**config.mk**
```make
export PLATFORM = sky130hd
export DESIGN_NAME = id_ex_alu_decode_flat
export DESIGN_NICKNAME = d
export VERILOG_FILES = /design/src/rtl/id_ex_alu_decode_pkg.sv /design/src/rtl/id_ex_alu_decode_if.sv /design/src/rtl/id_ex_alu_decode_alu_ctrl_dec.sv /design/src/rtl/id_ex_alu_decode.sv /design/src/flat_wrapper.sv
export SDC_FILE = /design/constraint.sdc
export NUM_CORES = 1
export LEC_CHECK = 0
export CORE_UTILIZATION = 40
export DETAILED_ROUTE_END_ITERATION = 8
export DONT_BUFFER_PORTS = 1
export SETUP_SLACK_MARGIN = 0.2
export SLEW_MARGIN = 5
export SYNTH_ARGS = -nofsm -noshare
export SYNTH_HDL_FRONTEND = slang
export SYNTH_SLANG_ARGS = --single-unit
```
**constraint.sdc**
```tcl
create_clock -name clk -period 1 [get_ports clk]
set_clock_uncertainty 0.05 [all_clocks]
set_input_delay 0.2 -clock clk [delete_from_list [all_inputs] [get_ports clk]]
set_output_delay 0.2 -clock clk [all_outputs]
set_load 0.1 [all_outputs]
```
**src/rtl/id_ex_alu_decode_pkg.sv**
```systemverilog
// Shared ALU decode definitions: ALUCode values, MIPS opcode/funct encodings
// and the operand-select controls passed from the decoder to the EX register.
package id_ex_alu_decode_pkg;

  localparam logic [4:0] ALU_ADD  = 5'd0;
  localparam logic [4:0] ALU_AND  = 5'd1;
  localparam logic [4:0] ALU_XOR  = 5'd2;
  localparam logic [4:0] ALU_OR   = 5'd3;
  localparam logic [4:0] ALU_NOR  = 5'd4;
  localparam logic [4:0] ALU_SUB  = 5'd5;
  localparam logic [4:0] ALU_ANDI = 5'd6;
  localparam logic [4:0] ALU_XORI = 5'd7;
  localparam logic [4:0] ALU_ORI  = 5'd8;
  localparam logic [4:0] ALU_SLL  = 5'd16;
  localparam logic [4:0] ALU_SRL  = 5'd17;
  localparam logic [4:0] ALU_SRA  = 5'd18;
  localparam logic [4:0] ALU_SLT  = 5'd19;
  localparam logic [4:0] ALU_SLTU = 5'd20;

  localparam logic [5:0] OP_RTYPE = 6'h00;
  localparam logic [5:0] OP_ADDI  = 6'h08;
  localparam logic [5:0] OP_ADDIU = 6'h09;
  localparam logic [5:0] OP_SLTI  = 6'h0A;
  localparam logic [5:0] OP_SLTIU = 6'h0B;
  localparam logic [5:0] OP_ANDI  = 6'h0C;
  localparam logic [5:0] OP_ORI   = 6'h0D;
  localparam logic [5:0] OP_XORI  = 6'h0E;
  localparam logic [5:0] OP_LUI   = 6'h0F;

  localparam logic [5:0] FN_SLL  = 6'h00;
  localparam logic [5:0] FN_SRL  = 6'h02;
  localparam logic [5:0] FN_SRA  = 6'h03;
  localparam logic [5:0] FN_ADD  = 6'h20;
  localparam logic [5:0] FN_ADDU = 6'h21;
  localparam logic [5:0] FN_SUB  = 6'h22;
  localparam logic [5:0] FN_SUBU = 6'h23;
  localparam logic [5:0] FN_AND  = 6'h24;
  localparam logic [5:0] FN_OR   = 6'h25;
  localparam logic [5:0] FN_XOR  = 6'h26;
  localparam logic [5:0] FN_NOR  = 6'h27;
  localparam logic [5:0] FN_SLT  = 6'h2A;
  localparam logic [5:0] FN_SLTU = 6'h2B;

  // lui is executed as "imm16 << 16" on the shifter, so A carries the amount
  localparam int LUI_SHIFT = 16;

  typedef enum logic [1:0] {A_SEL_ZERO, A_SEL_RS, A_SEL_SHAMT, A_SEL_LUI} a_sel_e;
  typedef enum logic [1:0] {B_SEL_ZERO, B_SEL_RT, B_SEL_SEXT, B_SEL_ZEXT} b_sel_e;
  typedef enum logic [1:0] {DST_SEL_ZERO, DST_SEL_RD, DST_SEL_RT} dst_sel_e;

endpackage

```
**src/rtl/id_ex_alu_decode_if.sv**
```systemverilog
// ID-to-EX bundle: decode inputs, pipeline control and registered EX outputs.
// ex_illegal exists only when DECODE_ILLEGAL_EN is defined.
interface id_ex_alu_decode_if #(parameter int DATA_W = 32);
  logic              id_valid;
  logic [31:0]       id_instr;
  logic [DATA_W-1:0] id_rs_data;
  logic [DATA_W-1:0] id_rt_data;
  logic              stall;
  logic              flush;
  logic              ex_valid;
  logic [4:0]        ex_alu_code;
  logic [DATA_W-1:0] ex_a;
  logic [DATA_W-1:0] ex_b;
  logic [4:0]        ex_dst;
  logic              ex_reg_write;
`ifdef DECODE_ILLEGAL_EN
  logic              ex_illegal;
`endif

  modport master (
    output id_valid, id_instr, id_rs_data, id_rt_data, stall, flush,
`ifdef DECODE_ILLEGAL_EN
    input  ex_illegal,
`endif
    input  ex_valid, ex_alu_code, ex_a, ex_b, ex_dst, ex_reg_write
  );

  modport slave (
    input  id_valid, id_instr, id_rs_data, id_rt_data, stall, flush,
`ifdef DECODE_ILLEGAL_EN
    output ex_illegal,
`endif
    output ex_valid, ex_alu_code, ex_a, ex_b, ex_dst, ex_reg_write
  );
endinterface

```
**src/rtl/id_ex_alu_decode_alu_ctrl_dec.sv**
```systemverilog
// Combinational ALU control decoder: opcode/funct to ALUCode, operand
// selects and writeback enable; unknown encodings come out as a flagged NOP.
module alu_ctrl_dec
  import id_ex_alu_decode_pkg::*;
(
  input  logic [5:0] opcode,
  input  logic [5:0] funct,
  output logic [4:0] alu_code,
  output a_sel_e     a_sel,
  output b_sel_e     b_sel,
  output dst_sel_e   dst_sel,
  output logic       reg_write,
  output logic       illegal
);

  always_comb begin
    alu_code  = ALU_ADD;
    a_sel     = A_SEL_ZERO;
    b_sel     = B_SEL_ZERO;
    dst_sel   = DST_SEL_ZERO;
    reg_write = 1'b0;
    illegal   = 1'b1;

    if (opcode == OP_RTYPE) begin
      illegal   = 1'b0;
      a_sel     = A_SEL_RS;
      b_sel     = B_SEL_RT;
      dst_sel   = DST_SEL_RD;
      reg_write = 1'b1;
      case (funct)
        FN_ADD, FN_ADDU: alu_code = ALU_ADD;
        FN_SUB, FN_SUBU: alu_code = ALU_SUB;
        FN_AND:          alu_code = ALU_AND;
        FN_OR:           alu_code = ALU_OR;
        FN_XOR:          alu_code = ALU_XOR;
        FN_NOR:          alu_code = ALU_NOR;
        FN_SLT:          alu_code = ALU_SLT;
        FN_SLTU:         alu_code = ALU_SLTU;
        FN_SLL: begin alu_code = ALU_SLL; a_sel = A_SEL_SHAMT; end
        FN_SRL: begin alu_code = ALU_SRL; a_sel = A_SEL_SHAMT; end
        FN_SRA: begin alu_code = ALU_SRA; a_sel = A_SEL_SHAMT; end
        default: begin
          illegal   = 1'b1;
          a_sel     = A_SEL_ZERO;
          b_sel     = B_SEL_ZERO;
          dst_sel   = DST_SEL_ZERO;
          reg_write = 1'b0;
        end
      endcase
    end else begin
      illegal   = 1'b0;
      a_sel     = A_SEL_RS;
      b_sel     = B_SEL_SEXT;
      dst_sel   = DST_SEL_RT;
      reg_write = 1'b1;
      // andi/ori/xori still get the sign-extended immediate; the ALU masks it
      case (opcode)
        OP_ADDI, OP_ADDIU: alu_code = ALU_ADD;
        OP_ANDI:           alu_code = ALU_ANDI;
        OP_XORI:           alu_code = ALU_XORI;
        OP_ORI:            alu_code = ALU_ORI;
        OP_SLTI:           alu_code = ALU_SLT;
        OP_SLTIU:          alu_code = ALU_SLTU;
        OP_LUI: begin
          alu_code = ALU_SLL;
          a_sel    = A_SEL_LUI;
          b_sel    = B_SEL_ZEXT;
        end
        default: begin
          illegal   = 1'b1;
          a_sel     = A_SEL_ZERO;
          b_sel     = B_SEL_ZERO;
          dst_sel   = DST_SEL_ZERO;
          reg_write = 1'b0;
        end
      endcase
    end
  end

endmodule

```
**src/rtl/id_ex_alu_decode.sv**
```systemverilog
// ID/EX stage register with ALU decode: operand muxing plus the EX flops.
// Define DECODE_ILLEGAL_EN to add the registered ex_illegal output.
module id_ex_alu_decode
  import id_ex_alu_decode_pkg::*;
#(
  parameter int DATA_W = 32
) (
  input  logic                 clk,
  input  logic                 rst_n,
  id_ex_alu_decode_if.slave    bus
);

  logic [5:0]        opcode;
  logic [5:0]        funct;
  logic [4:0]        rt_f;
  logic [4:0]        rd_f;
  logic [4:0]        shamt;
  logic [15:0]       imm16;

  logic [4:0]        dec_alu_code;
  a_sel_e            dec_a_sel;
  b_sel_e            dec_b_sel;
  dst_sel_e          dec_dst_sel;
  logic              dec_reg_write;
  logic              dec_illegal;

  logic [DATA_W-1:0] a_mux;
  logic [DATA_W-1:0] b_mux;
  logic [4:0]        dst_mux;

  logic              valid_q,     valid_d;
  logic [4:0]        alu_code_q,  alu_code_d;
  logic [DATA_W-1:0] a_q,         a_d;
  logic [DATA_W-1:0] b_q,         b_d;
  logic [4:0]        dst_q,       dst_d;
  logic              reg_write_q, reg_write_d;
`ifdef DECODE_ILLEGAL_EN
  logic              illegal_q,   illegal_d;
`endif

  assign opcode = bus.id_instr[31:26];
  assign rt_f   = bus.id_instr[20:16];
  assign rd_f   = bus.id_instr[15:11];
  assign shamt  = bus.id_instr[10:6];
  assign funct  = bus.id_instr[5:0];
  assign imm16  = bus.id_instr[15:0];

  alu_ctrl_dec u_dec (
    .opcode    (opcode),
    .funct     (funct),
    .alu_code  (dec_alu_code),
    .a_sel     (dec_a_sel),
    .b_sel     (dec_b_sel),
    .dst_sel   (dec_dst_sel),
    .reg_write (dec_reg_write),
    .illegal   (dec_illegal)
  );

  always_comb begin
    a_mux = '0;
    case (dec_a_sel)
      A_SEL_RS:    a_mux = bus.id_rs_data;
      A_SEL_SHAMT: a_mux = DATA_W'(shamt);
      A_SEL_LUI:   a_mux = DATA_W'(LUI_SHIFT);
      default:     a_mux = '0;
    endcase

    b_mux = '0;
    case (dec_b_sel)
      B_SEL_RT:   b_mux = bus.id_rt_data;
      B_SEL_SEXT: b_mux = DATA_W'($signed(imm16));
      B_SEL_ZEXT: b_mux = DATA_W'(imm16);
      default:    b_mux = '0;
    endcase

    dst_mux = '0;
    case (dec_dst_sel)
      DST_SEL_RD: dst_mux = rd_f;
      DST_SEL_RT: dst_mux = rt_f;
      default:    dst_mux = '0;
    endcase
  end

  // Priority: flush beats stall, stall beats a fresh load or an id bubble
  always_comb begin
    valid_d     = valid_q;
    alu_code_d  = alu_code_q;
    a_d         = a_q;
    b_d         = b_q;
    dst_d       = dst_q;
    reg_write_d = reg_write_q;
`ifdef DECODE_ILLEGAL_EN
    illegal_d   = illegal_q;
`endif
    if (bus.flush || (!bus.stall && !bus.id_valid)) begin
      valid_d     = 1'b0;
      alu_code_d  = '0;
      a_d         = '0;
      b_d         = '0;
      dst_d       = '0;
      reg_write_d = 1'b0;
`ifdef DECODE_ILLEGAL_EN
      illegal_d   = 1'b0;
`endif
    end else if (!bus.stall) begin
      valid_d     = 1'b1;
      alu_code_d  = dec_illegal ? ALU_ADD : dec_alu_code;
      a_d         = a_mux;
      b_d         = b_mux;
      dst_d       = dst_mux;
      reg_write_d = dec_reg_write & ~dec_illegal;
`ifdef DECODE_ILLEGAL_EN
      illegal_d   = dec_illegal;
`endif
    end
  end

  always_ff @(posedge clk or negedge rst_n) begin
    if (!rst_n) begin
      valid_q     <= 1'b0;
      alu_code_q  <= '0;
      a_q         <= '0;
      b_q         <= '0;
      dst_q       <= '0;
      reg_write_q <= 1'b0;
`ifdef DECODE_ILLEGAL_EN
      illegal_q   <= 1'b0;
`endif
    end else begin
      valid_q     <= valid_d;
      alu_code_q  <= alu_code_d;
      a_q         <= a_d;
      b_q         <= b_d;
      dst_q       <= dst_d;
      reg_write_q <= reg_write_d;
`ifdef DECODE_ILLEGAL_EN
      illegal_q   <= illegal_d;
`endif
    end
  end

  assign bus.ex_valid     = valid_q;
  assign bus.ex_alu_code  = alu_code_q;
  assign bus.ex_a         = a_q;
  assign bus.ex_b         = b_q;
  assign bus.ex_dst       = dst_q;
  assign bus.ex_reg_write = reg_write_q;
`ifdef DECODE_ILLEGAL_EN
  assign bus.ex_illegal   = illegal_q;
`endif

endmodule

```
**src/flat_wrapper.sv**
```systemverilog
// flat-port wrapper written by rule: the top's interface ports become plain ports
module id_ex_alu_decode_flat import id_ex_alu_decode_pkg::*;
#(
  parameter int DATA_W = 32
)
  (clk, rst_n, bus_id_valid, bus_id_instr, bus_id_rs_data, bus_id_rt_data, bus_stall, bus_flush, bus_ex_valid, bus_ex_alu_code, bus_ex_a, bus_ex_b, bus_ex_dst, bus_ex_reg_write);
  id_ex_alu_decode_if #(.DATA_W(DATA_W)) bus_i ();
  input  logic clk;
  input  logic rst_n;
  input wire logic [$bits(bus_i.id_valid)-1:0] bus_id_valid;
  input wire logic [$bits(bus_i.id_instr)-1:0] bus_id_instr;
  input wire logic [$bits(bus_i.id_rs_data)-1:0] bus_id_rs_data;
  input wire logic [$bits(bus_i.id_rt_data)-1:0] bus_id_rt_data;
  input wire logic [$bits(bus_i.stall)-1:0] bus_stall;
  input wire logic [$bits(bus_i.flush)-1:0] bus_flush;
  output wire logic [$bits(bus_i.ex_valid)-1:0] bus_ex_valid;
  output wire logic [$bits(bus_i.ex_alu_code)-1:0] bus_ex_alu_code;
  output wire logic [$bits(bus_i.ex_a)-1:0] bus_ex_a;
  output wire logic [$bits(bus_i.ex_b)-1:0] bus_ex_b;
  output wire logic [$bits(bus_i.ex_dst)-1:0] bus_ex_dst;
  output wire logic [$bits(bus_i.ex_reg_write)-1:0] bus_ex_reg_write;
  assign bus_i.id_valid = bus_id_valid;
  assign bus_i.id_instr = bus_id_instr;
  assign bus_i.id_rs_data = bus_id_rs_data;
  assign bus_i.id_rt_data = bus_id_rt_data;
  assign bus_i.stall = bus_stall;
  assign bus_i.flush = bus_flush;
  assign bus_ex_valid = bus_i.ex_valid;
  assign bus_ex_alu_code = bus_i.ex_alu_code;
  assign bus_ex_a = bus_i.ex_a;
  assign bus_ex_b = bus_i.ex_b;
  assign bus_ex_dst = bus_i.ex_dst;
  assign bus_ex_reg_write = bus_i.ex_reg_write;
  id_ex_alu_decode #(.DATA_W(DATA_W)) u_core (.clk(clk), .rst_n(rst_n), .bus(bus_i));
endmodule
```
Word-level counts from Yosys, hierarchy flattened
Cells that the tools add are included.
Word-level totals
  input bits: 101
  memories kept: 0
  output and inout bits: 76
  bits in registers: 76
  latch bits: 0
  bits in writable memories: 0
  bits in read-only memories: 0
Cells by class
  magnitude comparators: 0
  $add $sub $neg: 0
  div/mod/pow operators: 0
  shift-type cells: 0
  eq/ne operators: 29
  reduce and logical (&&, ||, !) cells: 12
  bitwise logic cells: 2
  multiplexer cells: 33
  multiply operators: 0
Operators by type and width (number)
  case mux 32 bit (3 select lines): 2
  2-to-1 mux 32 bit: 4
  == test 6 bit, second input constant: 10
  case mux 5 bit (10 select lines): 1
  == test 6 x 4 -> 1 bit, second input constant: 8
  2-to-1 mux 5 bit: 6
  case mux 5 bit (6 select lines): 1
  OR reduction 13 bit: 1
  == test 6 x 2 -> 1 bit, second input constant: 2
  logical NOT 6 bit: 2
  case mux 2 bit (2 select lines): 3
  2-to-1 mux 1 bit: 11
  == test 2 bit, second input constant: 5
  case mux 5 bit (2 select lines): 1
  OR reduction 10 bit: 1
  2-to-1 mux 2 bit: 4
  OR reduction 8 bit: 1
  OR reduction 7 bit: 1
  == test 2 x 1 -> 1 bit, second input constant: 3
  OR reduction 3 bit: 1
  logical NOT 1 bit: 2
  != test 2 x 1 -> 1 bit, second input constant: 1
  OR reduction 2 bit: 1
  bitwise AND 1 bit: 1
  other kinds (3): 3

Logic depth before layout (Yosys ltp)
  depth after elaboration: 8
  mapped depth: 8
  depth with buffers taken out: 5

Cells and area by module
From an unflattened synthesis, not the netlist that was laid out.
Unflattened totals
  cell total of the unflattened synthesis: 333
  area, all modules: 3497.1 um2
Modules (own cells, without submodules)
  id_ex_alu_decode: cells an instance 275, area an instance 3136.8 um2, instances 1
  alu_ctrl_dec: cells an instance 58, area an instance 360.3 um2, instances 1

Least setup slack after synthesis
No wires, ideal clock.
  path type: input-to-reg
  from: input port bus_id_instr[3]
  to: register u_core.a_q[10], in the netlist u_core.bus.ex_a[10]
  buffers on the path: 2
  setup time: 0.122 ns
  arrival time: 1.323 ns
  data required time: 0.828 ns
  cell stages on the path: 7
  slack: -0.495 ns
  path through: buf_2 nor4_4 o2111ai_1 nand2_1 nor3_4 buf_6 a22o_1
On the way
  cells in the longest elaborated chain, start to end: 8
  elaborated cells between the ends (all ways): 23
  those cells by class: eq/ne: 15; mux: 5; reduce/logical: 3
RTL lines
  start, declared: line flat_wrapper.sv:11  | input wire logic [$bits(bus_i.id_instr)-1:0] bus_id_instr;
  == test 6 bit (tied with other cells): line id_ex_alu_decode_alu_ctrl_dec.sv:30  | case (funct)
  OR reduction 10 bit (no source line) / OR reduction 3 bit (equally long branches)
  case mux 2 bit (2 select lines) (*): line id_ex_alu_decode_alu_ctrl_dec.sv:30
  2-to-1 mux 2 bit (*): line id_ex_alu_decode_alu_ctrl_dec.sv:24  | if (opcode == OP_RTYPE) begin
  == test 2 bit / == test 2 x 1 -> 1 bit (equally long branches): line id_ex_alu_decode.sv:61  | case (dec_a_sel)
  case mux 32 bit (3 select lines) (*): line id_ex_alu_decode.sv:61
  2-to-1 mux 32 bit (*): line id_ex_alu_decode.sv:105  | end else if (!bus.stall) begin
  2-to-1 mux 32 bit (*): line id_ex_alu_decode.sv:95  | if (bus.flush || (!bus.stall && !bus.id_valid)) begin
  end signal, assigned: line id_ex_alu_decode.sv:122  | a_q <= '0;
  end signal, assigned: line id_ex_alu_decode.sv:132  | a_q <= a_d;
  end, declared: line id_ex_alu_decode.sv:33  | logic [DATA_W-1:0] a_q, a_d;
Mark *: on every way between the ends. The rest lies on a longest branch, timed or not. The select of a mux whose other input is x is not followed.
A chain may end at the register's enable or synchronous reset.

Final worst setup path
  from: register u_core.a_q[5], in the netlist u_core.bus.ex_a[5]
  to: output port bus_ex_a[5]
RTL lines
  end, declared: line flat_wrapper.sv:18  | output wire logic [$bits(bus_i.ex_a)-1:0] bus_ex_a;
No word-level cell between the ends.

==> flow_metrics.tcl <==
set metrics [dict create \
    status "complete, but fails checks" \
    violations "negative hold slack, negative setup slack" \
    synth-main-ff-cell "dfrtp_1" \
    critPathSlowestCell "dfrtp_4" \
    layout.cells.non_filler 630 \
    utilization_pct 84.82 \
    nets 617 \
    num_io_pins 177 \
    portBuffers 0 \
    ys_warn_count 0 \
    dieArea_sq_um 9437 \
    avgSynthCellArea_sq_um 11.50 \
    h-tree-depth 3 \
    routed_wl_mm 14.18 \
    initial_core_util_pct 41.32 \
    grt_pass1_vias 3739 \
    grt_setup_unrepaired "true" \
    clock-sinks 76 \
    cts.reportedPaths.clkPinSlew_ps 90 \
    grt_usage_pct 28.55 \
    crit_fanout 2 \
    cts_tree "done" \
    synth_xor_area_share_pct 0 \
    synth_area_sq_um 3621 \
    post_synth_num_cell_types 49 \
    criticalPathCategory "reg -> out" \
    fp-row-count 34 \
    synthAdderAreaFrac_pct 0.5529 \
    die_x_microns 97.15 \
    max_freq_ghz 0.7755 \
    ant_nets 0 \
    seq_area_frac_synth_pct 52.52 \
    async_flop_share_pct 100.0 \
    cp.required_ps 750 \
    power-per-cell-area_nw_per_um2 898.0 \
    tightest_slew_ps 563.5 \
    timing.final.ws_setup_ps -289.6 \
    grt_antenna_before_repair 1 \
    synth_top_family_by_area "compound AO/OA/AOI/OAI gates" \
    grt_max_degree 77 \
    path_cells "buf_12" \
    setup_viol_count_final 150 \
    die_h_microns 97.15 \
    fill_cells 426 \
    synth-compound-area-share_pct 30.62 \
    whs_ps -511.7 \
    yosys_register_bits 76 \
    firstDrtPassIters 4 \
    core_area_sq_um 8763 \
    drtIter0Drc 104 \
    synth_edf_count 0 \
    finalMaxSlewViolations 0 \
    remaining_drc_errors 0 \
    area_delta_synth_final_pct 105.3 \
    slew_headroom_pct 62.03 \
    end_kind "primary output" \
    dp_cells 503 \
    hold_viol_final 84 \
    vias 3564 \
    cp.buffers_inverters 1 \
    mostFrequentLayoutCell "buf_12" \
    cts_buffer_depth 2 \
    max-cap-violations 0 \
    drive_gt1_share_pct 58.93 \
    cellLeakagePower_nw 2.980 \
    wl_per_cell_microns 22.51 \
    final_cell_mix "buf_12, dlygate4sd3_1, dfrtp_4, nand2_1, a22o_1" \
    grt_pass1_wl_mm 20.80 \
    post-dp-hpwl_mm 7.531 \
    synth-simple-area-share_pct 10.06 \
    min_path_type "in -> async" \
    vdd_drop_max_v 0.0007378 \
    syn-num-nets 416 \
    r2r_cells 2 \
    synth_cells 315 \
    fin_crit_sh_pct 129.0 \
    place.gp.congestion 0.9301 \
    synth_mux_area_share_pct 0.2764 \
    viasPerCell 5.657 \
    cpPeakStageDelay_ps 510 \
    overflow 0 \
    fin_crit_ps 1290 \
    cts-root-buf "clkbuf_8" \
    cp.depth 1 \
    worstSetupStartpointType "flop" \
    arrival_ps 1040 \
    numCtsBuffers 9 \
    critPathTopFamily "flip-flops" \
    insertion_delay_ps 350 \
]
-- worst paths after layout --
kind | from | end | slack, ps
hold / removal | rst_n | u_core.bus.ex_a[24]$_DFFE_PN0P_ | -510
setup reg to reg | u_core.bus.ex_a[3]$_DFFE_PN0P_ | u_core.bus.ex_a[3]$_DFFE_PN0P_ | -40
min in group clk | bus_id_instr[13] | u_core.bus.ex_dst[2]$_DFFE_PN0P_ | -20
setup / recovery | u_core.bus.ex_a[5]$_DFFE_PN0P_ | bus_ex_a[5] | -290
max in group asynchronous | rst_n | u_core.bus.ex_a[0]$_DFFE_PN0P_ | 1270
hold reg to reg | u_core.bus.ex_b[15]$_DFFE_PN0P_ | u_core.bus.ex_b[15]$_DFFE_PN0P_ | 520
-- area by class of cell --
type	instances	area (sq um)	area share [%]
antenna	1	2.502	0.03366
clock buffer	10	127.6	1.717
clock inverter	6	87.58	1.178
inverter	4	15.01	0.2020
multi-input combinational	210	1797	24.17
sequential	76	2090	28.11
tap	108	135.1	1.818
timing repair buffer	215	3179	42.77
-- Yosys cell counts (all sizes together), types with 2 or more instances --
| master | instances | area share (%) |
|---|---|---|
| clkbuf | 9 | 0.97 |
| a22o | 36 | 8.7 |
| nand4b | 2 | 0.48 |
| a32oi | 2 | 0.48 |
| nand4 | 3 | 0.52 |
| maj3 | 2 | 0.55 |
| a21o | 4 | 0.83 |
| dfrtp | 76 | 53 |
| inv | 4 | 0.41 |
| buf | 17 | 4.6 |
| nor2b | 2 | 0.41 |
| o21a | 2 | 0.41 |
| o31ai | 2 | 0.41 |
| a21oi | 20 | 4.1 |
| a22oi | 19 | 5.3 |
| nor3 | 3 | 1.0 |
| nor2 | 3 | 0.31 |
| nand2 | 48 | 5.0 |
| o21ai | 43 | 8.3 |
-- metal layers --
layer  vias up  track usage (%)  routed length (microns)
li1       1576                -                        -
met3        43            7.554                      939
met4         0            9.759                      510
met5         -                0                        0
met2       163            49.62                     7408
met1      1782            34.15                     5323
-- report_power, final --
group	switching (mW)	internal, mW
sequential	0.0209	3.09
combinational	0.442	0.469
clock	1.24	1.41
total	1.70	4.97
-- registers in the layout, summed over array words and instances (netlist names) --
signal,count
u_core.bus.ex_a,32
u_core.bus.ex_b,32
u_core.bus.ex_alu_code,5
u_core.bus.ex_dst,5
u_core.bus.ex_reg_write,1
u_core.bus.ex_valid,1
-- what timing repair did --
item                                    4_1_cts  5_1_grt
pin swaps                                    32       26
gates cloned                                  7        3
endpoints found under the setup margin      151      152
endpoints found under the hold margin       141       86
hold buffers                                 61        1
setup buffers                                23       15
resized for setup                            61       34
-- through the flow --
step	hold WS, ps	cell area [sq um]	setup TNS, ps	worst slack, ps	power, mW
after floorplan	-145.6	3914	-30440	-412.2	3.545
after global placement	-143.6	5557	-53580	-1029	3.688
after detailed placement	-143.6	5557	-57430	-1124	3.695
after CTS	-523.5	7087	-35270	-295.5	6.553
after global routing	-532.8	7433	-35790	-307.5	6.852
final	-511.7	7433	-31740	-289.6	6.675
-- cells by family (layout without fill, tap and decap cells) --
| group | count (synthesis) | in the layout |
|---|---|---|
| other cells | 0 | 1 |
| mux | 1 | 1 |
| compound gates | 137 | 137 |
| simple gates | 69 | 70 |
| fa+ha+maj | 2 | 2 |
| buf+inv | 30 | 235 |
| flops | 76 | 76 |
Note: power is estimated with default switching activity, not from simulation.
